$ cat src/rtl/compressor_square18_if.sv
// Operand/result bundle for compressor_square18: eighteen 18-bit operands in,
// 23 individual result bits out.
interface compressor_square18_if;
  logic [17:0] src0, src1, src2, src3, src4, src5, src6, src7, src8;
  logic [17:0] src9, src10, src11, src12, src13, src14, src15, src16, src17;
  logic dst0, dst1, dst2, dst3, dst4, dst5, dst6, dst7, dst8, dst9, dst10, dst11;
  logic dst12, dst13, dst14, dst15, dst16, dst17, dst18, dst19, dst20, dst21, dst22;

  // Operand source: drives the matrix, observes the sum bits.
  modport master (
    output src0, src1, src2, src3, src4, src5, src6, src7, src8,
    output src9, src10, src11, src12, src13, src14, src15, src16, src17,
    input  dst0, dst1, dst2, dst3, dst4, dst5, dst6, dst7, dst8, dst9, dst10, dst11,
    input  dst12, dst13, dst14, dst15, dst16, dst17, dst18, dst19, dst20, dst21, dst22
  );

  // Compressor side: consumes the matrix, drives the sum bits.
  modport slave (
    input  src0, src1, src2, src3, src4, src5, src6, src7, src8,
    input  src9, src10, src11, src12, src13, src14, src15, src16, src17,
    output dst0, dst1, dst2, dst3, dst4, dst5, dst6, dst7, dst8, dst9, dst10, dst11,
    output dst12, dst13, dst14, dst15, dst16, dst17, dst18, dst19, dst20, dst21, dst22
  );
endinterface

$ cat src/rtl/compressor_square18.sv
// compressor_square18: sums eighteen 18-bit unsigned operands into a registered
// 23-bit result through a carry-save tree (18->12->8->6->4->3->2 rows) and a
// final carry-propagate adder. One cycle latency, one result per cycle.

// One row of 3:2 full adders across all columns. Column k's carry lands in
// column k+1. The carry out of the top column is not built: every row total is
// bounded by the final sum, which always fits in W bits.
module compressor_square18_csa #(
  parameter int W = 23
) (
  input  logic [W-1:0] a,
  input  logic [W-1:0] b,
  input  logic [W-1:0] c,
  output logic [W-1:0] s,
  output logic [W-1:0] co
);
  assign co[0] = 1'b0;
  for (genvar k = 0; k < W; k++) begin : g_fa
    assign s[k] = a[k] ^ b[k] ^ c[k];
    if (k < W-1) begin : g_cy
      assign co[k+1] = (a[k] & b[k]) | (a[k] & c[k]) | (b[k] & c[k]);
    end
  end
endmodule

module compressor_square18 (
  input  logic                    clk,
  input  logic                    rst_n,
  compressor_square18_if.slave    bus
);
  localparam int SUM_W  = 23;
  localparam int STAGES = 6;
  localparam int TOT    = 53;
  // Row count entering each level, and where that level starts in the flat row store.
  localparam int ROWS [7] = '{18, 12, 8, 6, 4, 3, 2};
  localparam int OFF  [7] = '{0, 18, 30, 38, 44, 48, 51};

  logic [SUM_W-1:0] row [TOT];
  logic [SUM_W-1:0] sum_c;
  logic [SUM_W-1:0] sum_q;

  // Level 0: operands zero-extended into the 23-bit column space.
  assign row[0]  = {5'd0, bus.src0};
  assign row[1]  = {5'd0, bus.src1};
  assign row[2]  = {5'd0, bus.src2};
  assign row[3]  = {5'd0, bus.src3};
  assign row[4]  = {5'd0, bus.src4};
  assign row[5]  = {5'd0, bus.src5};
  assign row[6]  = {5'd0, bus.src6};
  assign row[7]  = {5'd0, bus.src7};
  assign row[8]  = {5'd0, bus.src8};
  assign row[9]  = {5'd0, bus.src9};
  assign row[10] = {5'd0, bus.src10};
  assign row[11] = {5'd0, bus.src11};
  assign row[12] = {5'd0, bus.src12};
  assign row[13] = {5'd0, bus.src13};
  assign row[14] = {5'd0, bus.src14};
  assign row[15] = {5'd0, bus.src15};
  assign row[16] = {5'd0, bus.src16};
  assign row[17] = {5'd0, bus.src17};

  // Each level compresses rows in groups of three; the 1-2 leftover rows pass
  // straight through to the next level.
  for (genvar l = 0; l < STAGES; l++) begin : g_lvl
    localparam int G = ROWS[l] / 3;
    localparam int R = ROWS[l] % 3;
    localparam int I = OFF[l];
    localparam int O = OFF[l+1];
    for (genvar g = 0; g < G; g++) begin : g_csa
      compressor_square18_csa #(.W(SUM_W)) u_csa (
        .a  (row[I+3*g]),
        .b  (row[I+3*g+1]),
        .c  (row[I+3*g+2]),
        .s  (row[O+2*g]),
        .co (row[O+2*g+1])
      );
    end
    for (genvar r = 0; r < R; r++) begin : g_pass
      assign row[O+2*G+r] = row[I+3*G+r];
    end
  end

  // Final carry-propagate adder over the last two rows.
  assign sum_c = row[TOT-2] + row[TOT-1];

  // Output register: async clear, captures a fresh sum every edge.
  always_ff @(posedge clk or negedge rst_n) begin
    if (!rst_n) sum_q <= '0;
    else        sum_q <= sum_c;
  end

  assign bus.dst0  = sum_q[0];  assign bus.dst1  = sum_q[1];
  assign bus.dst2  = sum_q[2];  assign bus.dst3  = sum_q[3];
  assign bus.dst4  = sum_q[4];  assign bus.dst5  = sum_q[5];
  assign bus.dst6  = sum_q[6];  assign bus.dst7  = sum_q[7];
  assign bus.dst8  = sum_q[8];  assign bus.dst9  = sum_q[9];
  assign bus.dst10 = sum_q[10]; assign bus.dst11 = sum_q[11];
  assign bus.dst12 = sum_q[12]; assign bus.dst13 = sum_q[13];
  assign bus.dst14 = sum_q[14]; assign bus.dst15 = sum_q[15];
  assign bus.dst16 = sum_q[16]; assign bus.dst17 = sum_q[17];
  assign bus.dst18 = sum_q[18]; assign bus.dst19 = sum_q[19];
  assign bus.dst20 = sum_q[20]; assign bus.dst21 = sum_q[21];
  assign bus.dst22 = sum_q[22];
endmodule

$ cat src/flat_wrapper.sv
// flat-port wrapper written by rule: the top's interface ports become plain ports
module compressor_square18_flat 
  (clk, rst_n, bus_src0, bus_src1, bus_src2, bus_src3, bus_src4, bus_src5, bus_src6, bus_src7, bus_src8, bus_src9, bus_src10, bus_src11, bus_src12, bus_src13, bus_src14, bus_src15, bus_src16, bus_src17, bus_dst0, bus_dst1, bus_dst2, bus_dst3, bus_dst4, bus_dst5, bus_dst6, bus_dst7, bus_dst8, bus_dst9, bus_dst10, bus_dst11, bus_dst12, bus_dst13, bus_dst14, bus_dst15, bus_dst16, bus_dst17, bus_dst18, bus_dst19, bus_dst20, bus_dst21, bus_dst22);
  compressor_square18_if bus_i ();
  input  logic clk;
  input  logic rst_n;
  input wire logic [$bits(bus_i.src0)-1:0] bus_src0;
  input wire logic [$bits(bus_i.src1)-1:0] bus_src1;
  input wire logic [$bits(bus_i.src2)-1:0] bus_src2;
  input wire logic [$bits(bus_i.src3)-1:0] bus_src3;
  input wire logic [$bits(bus_i.src4)-1:0] bus_src4;
  input wire logic [$bits(bus_i.src5)-1:0] bus_src5;
  input wire logic [$bits(bus_i.src6)-1:0] bus_src6;
  input wire logic [$bits(bus_i.src7)-1:0] bus_src7;
  input wire logic [$bits(bus_i.src8)-1:0] bus_src8;
  input wire logic [$bits(bus_i.src9)-1:0] bus_src9;
  input wire logic [$bits(bus_i.src10)-1:0] bus_src10;
  input wire logic [$bits(bus_i.src11)-1:0] bus_src11;
  input wire logic [$bits(bus_i.src12)-1:0] bus_src12;
  input wire logic [$bits(bus_i.src13)-1:0] bus_src13;
  input wire logic [$bits(bus_i.src14)-1:0] bus_src14;
  input wire logic [$bits(bus_i.src15)-1:0] bus_src15;
  input wire logic [$bits(bus_i.src16)-1:0] bus_src16;
  input wire logic [$bits(bus_i.src17)-1:0] bus_src17;
  output wire logic [$bits(bus_i.dst0)-1:0] bus_dst0;
  output wire logic [$bits(bus_i.dst1)-1:0] bus_dst1;
  output wire logic [$bits(bus_i.dst2)-1:0] bus_dst2;
  output wire logic [$bits(bus_i.dst3)-1:0] bus_dst3;
  output wire logic [$bits(bus_i.dst4)-1:0] bus_dst4;
  output wire logic [$bits(bus_i.dst5)-1:0] bus_dst5;
  output wire logic [$bits(bus_i.dst6)-1:0] bus_dst6;
  output wire logic [$bits(bus_i.dst7)-1:0] bus_dst7;
  output wire logic [$bits(bus_i.dst8)-1:0] bus_dst8;
  output wire logic [$bits(bus_i.dst9)-1:0] bus_dst9;
  output wire logic [$bits(bus_i.dst10)-1:0] bus_dst10;
  output wire logic [$bits(bus_i.dst11)-1:0] bus_dst11;
  output wire logic [$bits(bus_i.dst12)-1:0] bus_dst12;
  output wire logic [$bits(bus_i.dst13)-1:0] bus_dst13;
  output wire logic [$bits(bus_i.dst14)-1:0] bus_dst14;
  output wire logic [$bits(bus_i.dst15)-1:0] bus_dst15;
  output wire logic [$bits(bus_i.dst16)-1:0] bus_dst16;
  output wire logic [$bits(bus_i.dst17)-1:0] bus_dst17;
  output wire logic [$bits(bus_i.dst18)-1:0] bus_dst18;
  output wire logic [$bits(bus_i.dst19)-1:0] bus_dst19;
  output wire logic [$bits(bus_i.dst20)-1:0] bus_dst20;
  output wire logic [$bits(bus_i.dst21)-1:0] bus_dst21;
  output wire logic [$bits(bus_i.dst22)-1:0] bus_dst22;
  assign bus_i.src0 = bus_src0;
  assign bus_i.src1 = bus_src1;
  assign bus_i.src2 = bus_src2;
  assign bus_i.src3 = bus_src3;
  assign bus_i.src4 = bus_src4;
  assign bus_i.src5 = bus_src5;
  assign bus_i.src6 = bus_src6;
  assign bus_i.src7 = bus_src7;
  assign bus_i.src8 = bus_src8;
  assign bus_i.src9 = bus_src9;
  assign bus_i.src10 = bus_src10;
  assign bus_i.src11 = bus_src11;
  assign bus_i.src12 = bus_src12;
  assign bus_i.src13 = bus_src13;
  assign bus_i.src14 = bus_src14;
  assign bus_i.src15 = bus_src15;
  assign bus_i.src16 = bus_src16;
  assign bus_i.src17 = bus_src17;
  assign bus_dst0 = bus_i.dst0;
  assign bus_dst1 = bus_i.dst1;
  assign bus_dst2 = bus_i.dst2;
  assign bus_dst3 = bus_i.dst3;
  assign bus_dst4 = bus_i.dst4;
  assign bus_dst5 = bus_i.dst5;
  assign bus_dst6 = bus_i.dst6;
  assign bus_dst7 = bus_i.dst7;
  assign bus_dst8 = bus_i.dst8;
  assign bus_dst9 = bus_i.dst9;
  assign bus_dst10 = bus_i.dst10;
  assign bus_dst11 = bus_i.dst11;
  assign bus_dst12 = bus_i.dst12;
  assign bus_dst13 = bus_i.dst13;
  assign bus_dst14 = bus_i.dst14;
  assign bus_dst15 = bus_i.dst15;
  assign bus_dst16 = bus_i.dst16;
  assign bus_dst17 = bus_i.dst17;
  assign bus_dst18 = bus_i.dst18;
  assign bus_dst19 = bus_i.dst19;
  assign bus_dst20 = bus_i.dst20;
  assign bus_dst21 = bus_i.dst21;
  assign bus_dst22 = bus_i.dst22;
  compressor_square18 u_core (.clk(clk), .rst_n(rst_n), .bus(bus_i));
endmodule
$ cat config.mk
export PLATFORM = sky130hd
export DESIGN_NAME = compressor_square18_flat
export DESIGN_NICKNAME = d
export VERILOG_FILES = /design/src/rtl/compressor_square18_if.sv /design/src/rtl/compressor_square18.sv /design/src/flat_wrapper.sv
export SDC_FILE = /design/constraint.sdc
export NUM_CORES = 1
export LEC_CHECK = 0
export ABC_AREA = 1
export BUFFER_PORTS_ARGS = -buffer_cell sky130_fd_sc_hd__buf_2
export CORE_AREA = 2 2 177 179
export DETAILED_ROUTE_END_ITERATION = 10
export DIE_AREA = 0 0 179 181
export PLACE_DENSITY = 0.53
export SLEW_MARGIN = 15
export SYNTH_ARGS = -nofsm -noshare
export SYNTH_HDL_FRONTEND = slang
export SYNTH_SLANG_ARGS = --single-unit
$ cat constraint.sdc
create_clock -name clk -period 0.8 [get_ports clk]
set_input_delay 0.16 -clock clk [delete_from_list [all_inputs] [get_ports clk]]
set_output_delay 0.16 -clock clk [all_outputs]
set_load 0.05 [all_outputs]
==> key figures, run 1 <==
Clock tree
  • Clock slew at reported path FFs: 0.07 ns
  • CTS Sinks: 23
  • TritonCTS clock tree: done
  • Longest Clk Path Bufs: 2
  • Total CTS buffers: 3
  • Root Driver: clkbuf_16
  • CTS H-tree lvls: 1

Setup path
  • Most used cell, CP: fa_1
  • Slowest stage delay, CP: 0.56 ns
  • Crit path max-delay family: adder cells
  • Critical path required time: 0.95 ns
  • Crit-path max FO: 6
  • Cell at the slowest stage of the critical path: fa_1
  • Buf/Inv on CP: 3
  • Crit end category: register
  • Critical path class: primary input to register
  • Cell Chain, Critical Path: buf_6, fa_1, inv_2, fa_1, fa_1, fa_1, fa_1, inv_1, fa_1, ha_4, nand3_4, nand3_4, nand2_2, nand2_2, nand3b_1, nand3_1, nand2_1
  • Startpoint Class: primary input
  • Worst Path Arrival: 4.46 ns

Timing
  • Worst Setup Slack, final: -3.51 ns
  • Slew HR: 0.830
  • Hold Vio Cnt, Final: 0
  • Min Tclk post-route: 4.31 ns
  • Crit share post-route: 5.39
  • Final slew viol count: 0
  • Hold WS: 0.351 ns
  • Unrepaired setup endpoints after global routing: true
  • TNS Setup: -77.66 ns
  • Fmax: 0.232 GHz
  • Final setup fails: 46
  • Worst slew pin tran: 0.253 ns

Layout
  • Layout cell share with drive strength beyond 1: 0.400
  • Max reg flops: 23
  • Antenna diodes: 0
  • Commonest non-fill, non-tap cell in the layout: inv_1
  • Top Registers: u_core.sum_q: 23 flops
  • Layout Cells excl Fill: 1702
  • Commonest cells after routing, fill and taps aside: 372 x inv_1, 316 x buf_2, 277 x fa_1, 59 x nand2_1, 28 x buf_4
  • Nets: 1948
  • Final Instance Area: 12600 um2
  • Largest reg by FF count: u_core.sum_q
  • Layout area overhead: 39.7%

Placement
  • # placed instances: 1694
  • Routability cong.: 0.840
  • DP HPWL: 21900 um
  • IO Port Bufs: 348
  • Post-DP Area: 12000 um2

Floorplanning
  • Total Die Area: 32400 um2
  • Rows: 64
  • Die H: 181 um
  • Initial Util: 0.297
  • I/O pin count: 349
  • Die width: 179 um
  • Core ar.: 30300 um2

Yosys
  • Flops & latches, synth: 23
  • Post-Synthesis Cells: 919
  • Mapped cell area: 9010 um2
  • Syn nets: 1560
  • Sequential fraction of the synthesis area: 0.0639
  • Ys Warns: 0
  • Mean Syn Cell Area: 9.80 um2
  • Number of distinct library cells after synthesis: 24

Worst hold path
  • Hold crit path type: primary input to register

GRT
  • First-pass GRT wire length: 37500 um
  • Largest net degree at the start of global routing: 24
  • Antenna violations before repair: 0
  • Total gr overflow: 0
  • GRT Overall Usage: 0.146
  • Vias in the first global route: 7968

Route
  • Via Count: 6683
  • Drt drc: 0
  • Iteration-0 DRC Markers: 112
  • Drt pass-1 iters: 4
  • Antenna-violating nets left: 0
  • Post-DR vias/cell: 3.93
  • Final wirelength: 22700 um
  • Post-DR wirelength/cell: 13.3 um

Outcome
  • Run status: finished with violations
  • Failing checks: negative setup slack

Job
  • Max_cap viols: 0
-- through the flow --
step | setup WS [ns] | utilization
final | -3.51 | 0.415
after floorplan | -3.41 | -
after detailed placement | -3.81 | 0.395
after CTS | -3.53 | 0.407
after global placement | -3.81 | 0.395
after global routing | -3.69 | 0.415
-- what timing repair did --
| action | in CTS | in global routing |
|---|---|---|
| setup buffers | 2 | 3 |
| setup endpoints to repair | 46 | 46 |
| hold endpoints to repair | 23 | 0 |
| pin swaps | 34 | 37 |
| hold buffers | 1 | 0 |
| resized for setup | 76 | 55 |
-- cells in the mapped netlist (all sizes together) --
master,number,area (um2)
nand2,98,378
and2,2,15.0
o21ai,4,20.0
nor2,23,101
fa,284,5690
o21bai,2,15.0
dfrtp,23,576
nand4,2,12.5
nand3,19,120
ha,31,388
xor2,7,61.3
a21oi,15,78.8
nor3,4,25.0
inv,402,1510
xnor2,2,17.5
nand3b,1,7.51
-- path summary, 6_finish.rpt --
check	startpoint	slack, ns	cells after the start	end
worst max-delay path	bus_src9[4]	-3.51	17	u_core.sum_q[15]
worst min-delay path	bus_src15[0]	0.35	3	u_core.sum_q[0]
max in group asynchronous	rst_n	0.25	3	u_core.sum_q[18]
min in group asynchronous	rst_n	0.39	3	u_core.sum_q[3]
-- layer usage --
layer,vias to the layer above,wire (um),GRT usage
li1,3214,-,-
met1,3209,8260,0.169
met2,243,12500,0.289
met3,17,1630,0.0183
met4,0,245,0.0211
met5,-,0,0
-- cell type report --
type | count | area (um2)
well taps | 396 | 495
repair buffers | 383 | 2320
flip-flops and latches | 23 | 578
fillers | 3061 | 17800
clock inverters | 1 | 5.00
inverters | 402 | 1530
multi-input cells | 494 | 7580
clock buffers | 3 | 75.1
-- cells by family (layout without fill, tap and decap cells) --
logic type      after synthesis  count (layout)  synth area share
compound gates               21              21            0.0126
xor+xnor                      9               9           0.00875
fa+ha+maj                   315             315             0.674
buf+inv                     402             789             0.167
flops                        23              23            0.0639
simple gates                149             149            0.0732
Power of run 1 is not shown: default switching activity piles up to over one toggle a cycle in this logic, so the estimate is an artifact.
==> run 2, diff against run 1 <==
--- a/config.mk
+++ b/config.mk
@@ -11,6 +11,7 @@
 export DETAILED_ROUTE_END_ITERATION = 10
 export DIE_AREA = 0 0 179 181
 export PLACE_DENSITY = 0.53
+export SKIP_CTS_REPAIR_TIMING = 1
 export SLEW_MARGIN = 15
 export SYNTH_ARGS = -nofsm -noshare
 export SYNTH_HDL_FRONTEND = slang
==> run 2 against run 1 <==
Against the previous run:
- the run still ends with negative setup slack left
- routed wire length increased by 0.23%
- core utilization about the same
- die area unchanged
- sequential share of layout area about the same
- hold slack got worse by 0.021 ns
- via count increased by 0.43%
- final cell count unchanged
- maximum frequency increased by 0.38%
- flip-flop and latch count unchanged
- final area about the same
- critical path type unchanged
- largest cell class unchanged
- highest routed layer unchanged
==> key figures, run 2 (synthesized netlist as in run 1, its figures left out) <==
Layout
  • Commonest non-fill, non-tap cell in the layout: inv_1
  • Commonest cells after routing, fill and taps aside: 369 x inv_1, 311 x buf_2, 276 x fa_1, 62 x nand2_1, 31 x buf_4
  • Layout Cells excl Fill: 1702
  • Layout filler cell count: 3053
  • Max reg flops: 23
  • Top Registers: u_core.sum_q: 23 flops
  • Largest reg by FF count: u_core.sum_q
  • Final Util: 0.415
  • Nets: 1948
  • Antenna diodes: 0
  • Layout area overhead: 39.8%
  • Layout cell share with drive strength beyond 1: 0.401

Clock tree
  • Longest Clk Path Bufs: 2
  • Clock slew at reported path FFs: 0.07 ns
  • CTS H-tree lvls: 1
  • TritonCTS clock tree: done
  • Total CTS buffers: 3
  • Root Driver: clkbuf_16
  • CTS Sinks: 23

Setup path
  • Slowest stage delay, CP: 0.55 ns
  • Worst Path Arrival: 4.46 ns
  • Crit end category: register
  • Startpoint Class: primary input
  • Most used cell, CP: fa_1
  • Crit-path max FO: 5
  • Critical path class: primary input to register
  • Critical path required time: 0.97 ns
  • Cell Chain, Critical Path: buf_2, inv_2, fa_1, inv_1, fa_1, inv_1, fa_2, fa_1, fa_1, inv_1, fa_1, ha_4, nand4_1, nor3_1, nand2_2, nand3_1, nand2_1
  • Cell at the slowest stage of the critical path: fa_1

Floorplanning
  • Total Die Area: 32400 um2
  • Die width: 179 um
  • Initial Util: 0.297
  • Die H: 181 um
  • I/O pin count: 349
  • Rows: 64
  • Core ar.: 30300 um2

Timing
  • Final slew viol count: 0
  • Final setup fails: 46
  • Unrepaired setup endpoints after global routing: true
  • Worst Setup Slack, final: -3.50 ns
  • Fmax: 0.233 GHz
  • Hold Vio Cnt, Final: 0
  • Crit share post-route: 5.37
  • Slew HR: 0.818
  • Min Tclk post-route: 4.30 ns
  • Worst slew pin tran: 0.270 ns

Placement
  • IO Port Bufs: 348
  • # placed instances: 1694
  • DP HPWL: 21900 um
  • Routability cong.: 0.840

Outcome
  • Run status: finished with violations
  • Failing checks: negative setup slack

GRT
  • Largest net degree at the start of global routing: 24
  • GRT Overall Usage: 0.145
  • Vias in the first global route: 7886
  • Total gr overflow: 0
  • Antenna violations before repair: 0
  • First-pass GRT wire length: 37100 um

Route
  • Drt pass-1 iters: 4
  • Iteration-0 DRC Markers: 110
  • Post-DR vias/cell: 3.94
  • Post-DR wirelength/cell: 13.3 um
  • Via Count: 6712
  • Final wirelength: 22700 um
  • Antenna-violating nets left: 0
  • Drt drc: 0

Worst hold path
  • Hold crit path type: primary input to register

Job
  • Max_cap viols: 0
## run 2: layout make-up
type	count	area [um2]	share of cell area
Multi-Input combinational cell	494	7570	0.601
Timing Repair Buffer	383	2340	0.186
Inverter	402	1530	0.121
Sequential cell	23	577	0.0458
Tap cell	396	495	0.0393
Clock buffer	3	75.1	0.00596
Clock inverter	1	5.00	0.000397
## run 2: stage by stage
step	TNS, ns	hold WS, ns	cell area, um2	setup slack, ns
2_1_floorplan	-71.91	-0.136	9370	-3.41
3_5_place_dp	-80.43	0.118	12000	-3.81
6_report	-77.33	0.331	12600	-3.50
4_1_cts	-79.95	-0.175	12100	-3.56
3_3_place_gp	-80.68	0.117	12000	-3.81
5_1_grt	-81.42	0.338	12600	-3.69
## run 2: worst paths after layout
kind                       cells past startpoint          from          endpoint  slack [ns]
max in group asynchronous                      3         rst_n  u_core.sum_q[18]        0.25
max                                           17  bus_src3[15]  u_core.sum_q[18]       -3.50
min in group asynchronous                      3         rst_n   u_core.sum_q[6]        0.39
min                                            3  bus_src15[0]   u_core.sum_q[0]        0.33
## run 2: worst max-delay path: cells and delay by family
family / cells / cell delay (ns)
AND/OR/NAND/NOR: 5 / 0.67
adder cells (fa/ha/maj): 7 / 3.34
buffers and inverters: 5 / 0.28
## run 2: layer usage
metal	global-route usage	vias to the layer above	routed length, um
met5	0	-	0
met4	0.0211	0	245
met3	0.0191	17	1630
met2	0.285	245	12600
met1	0.167	3232	8270
li1	-	3218	-
Power of run 2 is left out for the same reason.
